<file path="config.mk">
export PLATFORM = sky130hd
export DESIGN_NAME = instr_fetch_unit
export DESIGN_NICKNAME = d
export VERILOG_FILES = /design/src/rtl/instr_fetch_unit.sv
export SDC_FILE = /design/constraint.sdc
export NUM_CORES = 1
export LEC_CHECK = 0
export CORE_MARGIN = 3
export CORE_UTILIZATION = 52
export CTS_BUF_LIST = sky130_fd_sc_hd__clkbuf_8
export DETAILED_ROUTE_END_ITERATION = 8
export PLACE_DENSITY = 0.83
export SKIP_CTS_REPAIR_TIMING = 1
export SYNTH_ARGS = -nofsm -noshare
export SYNTH_HDL_FRONTEND = slang
export SYNTH_SLANG_ARGS = --single-unit
</file>
<file path="constraint.sdc">
create_clock -name clk -period 3.1 [get_ports clk]
set_input_delay 0.93 -clock clk [delete_from_list [all_inputs] [get_ports clk]]
set_output_delay 0.93 -clock clk [all_outputs]
set_load 0.02 [all_outputs]
</file>
<file path="src/rtl/instr_fetch_unit.sv">
// Instruction fetch: one outstanding imem request, then holds the returned word for decode.
// Request rises on the 2nd edge after reset; capture on ack; decode backpressure holds instr, next fetch follows accept.
module instr_fetch_unit #(
   parameter logic [15:0] RESET_PC = 16'h0000,
   parameter logic [15:0] PC_STEP  = 16'd2
) (
   input  logic        clk,
   input  logic        rst_n,
   output logic        imem_req,
   output logic [15:0] imem_addr,
   input  logic        imem_ack,
   input  logic [15:0] imem_rdata,
   output logic        instr_valid,
   input  logic        instr_ready,
   output logic [15:0] instr,
   output logic [3:0]  opcode,
   output logic [15:0] instr_pc,
   input  logic        jump,
   input  logic        beq,
   input  logic        bne,
   input  logic        alu_zero
);

   typedef enum logic [1:0] {IDLE, FETCH, HOLD} state_t;

   state_t      state, state_nxt;
   logic        idle_done, idle_done_nxt;
   logic [15:0] pc, pc_nxt;
   logic [15:0] instr_nxt, instr_pc_nxt;
   logic        req_nxt, vld_nxt;
   logic        take_branch;
   logic [15:0] seq_pc, br_tgt, jump_tgt;

   assign imem_addr   = pc;
   assign opcode      = instr[15:12];
   assign seq_pc      = instr_pc + PC_STEP;
   assign br_tgt      = seq_pc + {{9{instr[5]}}, instr[5:0], 1'b0};
   assign jump_tgt    = {instr_pc[15:13], instr[11:0], 1'b0};
   assign take_branch = (beq && alu_zero) || (bne && !alu_zero);

   always_ff @(posedge clk or negedge rst_n) begin
      if (!rst_n) begin
         state       <= IDLE;
         idle_done   <= 1'b0;
         pc          <= RESET_PC;
         imem_req    <= 1'b0;
         instr_valid <= 1'b0;
         instr       <= 16'h0000;
         instr_pc    <= 16'h0000;
      end else begin
         state       <= state_nxt;
         idle_done   <= idle_done_nxt;
         pc          <= pc_nxt;
         imem_req    <= req_nxt;
         instr_valid <= vld_nxt;
         instr       <= instr_nxt;
         instr_pc    <= instr_pc_nxt;
      end
   end

   always_comb begin
      state_nxt     = state;
      idle_done_nxt = idle_done;
      pc_nxt        = pc;
      req_nxt       = imem_req;
      vld_nxt       = instr_valid;
      instr_nxt     = instr;
      instr_pc_nxt  = instr_pc;
      case (state)
         // first edge after reset only arms; the second launches the fetch
         IDLE: begin
            if (idle_done) begin
               state_nxt = FETCH;
               req_nxt   = 1'b1;
            end else begin
               idle_done_nxt = 1'b1;
            end
         end
         FETCH: begin
            if (imem_ack) begin
               instr_nxt    = imem_rdata;
               instr_pc_nxt = pc;
               req_nxt      = 1'b0;
               vld_nxt      = 1'b1;
               state_nxt    = HOLD;
            end
         end
         HOLD: begin
            if (instr_valid && instr_ready) begin
               if (jump)             pc_nxt = jump_tgt;
               else if (take_branch) pc_nxt = br_tgt;
               else                  pc_nxt = seq_pc;
               vld_nxt   = 1'b0;
               req_nxt   = 1'b1;
               state_nxt = FETCH;
            end
         end
         default: state_nxt = IDLE;
      endcase
   end

endmodule

</file>
==> run summary <==
status - complete, no violations
drt total wl - 8.75 mm
Seq pwr share - 27.1%
Die Ht - 84.8 µm
io pins - 78
Power, Total - 0.00498 W
# diodes - 0
CTS sink count - 53
relative slew slack - 42.5%
VDD IR max - 0.000665 V
Tcrit/Tclk final - 95.6%
Post-Synthesis Cells - 328
Synth warnings - 0
Total GRT Usage - 24.6%
WS Path Type - reg -> reg
critical path's largest stage delay - 0.39 ns
ys async rst share - 100%
fmax - 337 MHz
layout cell share with drive strength beyond 1 - 19.9%
Net Switching - 0.00225 W
Synth Area in Compound Gates - 14.3%
switching share of power - 45.2%
worst-margin pin slew - 0.863 ns
Max Cap Violations - 0
via/cell ratio - 5.86
Synth Net Count - 372
Clk pwr share - 8.7%
CTS tree - done
Port Buffers - 77
post-synthesis xor/xnor area fraction - 6.78%
HPWL after DPL - 6.27 mm
mux cell area share after synthesis - 13.2%
critical-path cell list - and3_4, and4_4, nand4_1, xnor2_2, ha_1, and4_4, o211ai_1, and4_4, or3_1, a21oi_2, xnor2_1, o21ai_1
root buf cell - clkbuf_8
crit-path max FO - 7
fin worst setup slack - 0.136 ns
Crit path arrival time - 3.16 ns
Post-Synth Adder-Cell Area - 7.98%
Hold Vio Cnt, Final - 0
min cycle time layout - 2.96 ns
DR iter-0 viols - 165
clk_skew - 0.00899 ns
Die Span X - 84.8 µm
CP startpoint kind - register
Worst-Skew Late Latency - 0.32 ns
combinational share of power - 64.1%
Leak - 1.89 nW
clk buf depth - 2
largest family of logic cells by synthesized area - compound AO/OA/AOI/OAI gates
WL/cell - 17.9 µm
Num CTS Buffers - 5
Avg Inst Size Synth - 9.85 µm²
first-pass GRT wire length - 14.2 mm
H-tree depth - 2
Clk pin slew, worst setup/hold paths - 0.10 ns
Synth Flop Type - dfrtp_1
number of synthesized flops with an enable pin - 0
CP Capture Type - register
DP Worst Slack - 0.00842 ns
Starting Density - 54.2%
global route overflow - 0
Slew Viols, Final - 0
Worst Hold Class - reg -> reg
first-pass detailed-route iteration total - 4
fin nets - 456
DIE AREA - 7190 µm²
count of cell types in the netlist - 51
WP data required - 3.30 ns
final setup vio count - 0
Seq/Total Area, Yosys - 41.1%
Slowest-stage cell, CP - dfrtp_1
post-synthesis simple-gate area fraction - 12.7%
Final Util - 72.6%
core area - 5960 µm²
vias in the first global route - 2911
routability cong. - 0.922
initial antenna violation count - 0
power density over the cells - 1150 nW/µm²
Area growth syn-to-layout - 33.8%
Syn Std Cell Area - 3230 µm²
largest net degree at the start of global routing - 35
Most Frequent Cell on Critical Path - and4_4
DRC - 0
post-route ant nets - 0
Placement Rows - 28
Int Pwr - 0.00273 W
flops & latches, synth - 53
DR vias - 2859
==> final timing paths <==
check | start | endpoint | slack [ns] | cells after the start
min | idle_done | idle_done | 0.51 | 1
max | instr_pc[5] | imem_addr[15] | 0.14 | 12
max in group asynchronous | rst_n | instr_pc[1] | 1.88 | 2
max reg2reg | instr_pc[5] | imem_addr[15] | 0.14 | 12
min in group asynchronous | rst_n | instr[5] | 0.57 | 1
min reg2reg | idle_done | idle_done | 0.51 | 1
==> metrics by stage <==
stage / hold WS (ns) / cells / TNS (ns) / area (µm²)
after CTS: 0.514 / 484 / -0.0220 / 4210
final: 0.514 / 488 / 0 / 4320
after global placement: 0.483 / 476 / 0 / 4110
after floorplan: 0.461 / 328 / 0 / 3230
after global routing: 0.550 / 488 / -0.0354 / 4320
after detailed placement: 0.487 / 476 / 0 / 4110
==> registers in the layout (all words and copies together) (netlist names) <==
| register | count |
|---|---|
| instr_pc | 16 |
| imem_req | 1 |
| instr_valid | 1 |
| state | 2 |
| imem_addr | 16 |
| instr | 16 |
| idle_done | 1 |
==> critical path: cells and delay by family, from the launching register on <==
| kind | cells | cell delay [ns] |
|---|---|---|
| DFF | 1 | 0.39 |
| xor gates and xnor gates | 2 | 0.32 |
| AOI/OAI and AO/OA | 3 | 0.34 |
| and+or+nand+nor | 6 | 1.48 |
| adders and majority gates | 1 | 0.33 |
==> layout make-up <==
class | count | area (µm²)
clock buffers | 6 | 82.6
clock inverters | 2 | 17.5
fillers | 431 | 1630
inverters | 11 | 41.3
multi-input cells | 246 | 1860
flip-flops and latches | 53 | 1330
well taps | 75 | 93.8
repair buffers | 95 | 901
==> power groups by stage <==
stage                     clock network [W]  registers (W)  logic (W)
after detailed placement                  0        0.00133    0.00301
after global placement                    0        0.00132    0.00292
final                              0.000436        0.00135    0.00320
after CTS                          0.000444        0.00133    0.00304
after floorplan                           0        0.00162    0.00159
after global routing               0.000465        0.00140    0.00344
==> cells in the mapped netlist, drive strengths merged (2+ instances only) <==
master / instances / share of area (%)
a21oi: 29 / 4.6
o21a: 2 / 0.46
o21ai: 23 / 3.6
clkbuf: 9 / 1.0
nor2: 22 / 2.6
nand2b: 3 / 0.58
ha: 19 / 7.4
xor2: 6 / 1.6
and3: 5 / 1.2
inv: 10 / 1.2
nand2: 32 / 3.7
o211ai: 5 / 1.2
mux2: 33 / 12
mux2i: 5 / 1.5
buf: 9 / 1.7
nand3: 7 / 1.1
a211oi: 2 / 0.46
nor2b: 2 / 0.39
o21bai: 2 / 0.46
a21o: 2 / 0.46
dfrtp: 53 / 41
xnor2: 19 / 5.2
and4: 3 / 0.89
nand4: 7 / 1.4
==> per-layer routing <==
metal  GRT usage, %  routed length (µm)
met1           33.5                3820
met2           38.4                4130
met3           5.89                 605
met4           8.63                 189
met5              0                   0
==> layout by cell type (no fill, tap or decap), types with 6 or more instances in the layout <==
cell type,n
a21oi_1,24
buf_4,18
clkbuf_8,6
clkdlybuf4s50_1,76
dfrtp_1,51
ha_1,17
inv_1,10
mux2_2,32
nand2_1,32
nand3_1,7
nand4_1,7
nor2_1,21
o21ai_0,18
xnor2_1,15
xor2_1,6
==> logic make-up after synthesis <==
kind of cell / count (synthesis)
compound gates: 77
xor+xnor: 25
fa+ha+maj: 20
buf+inv: 29
flops: 53
mux: 38
simple gates: 86
Power figures use the tool's default switching activity.
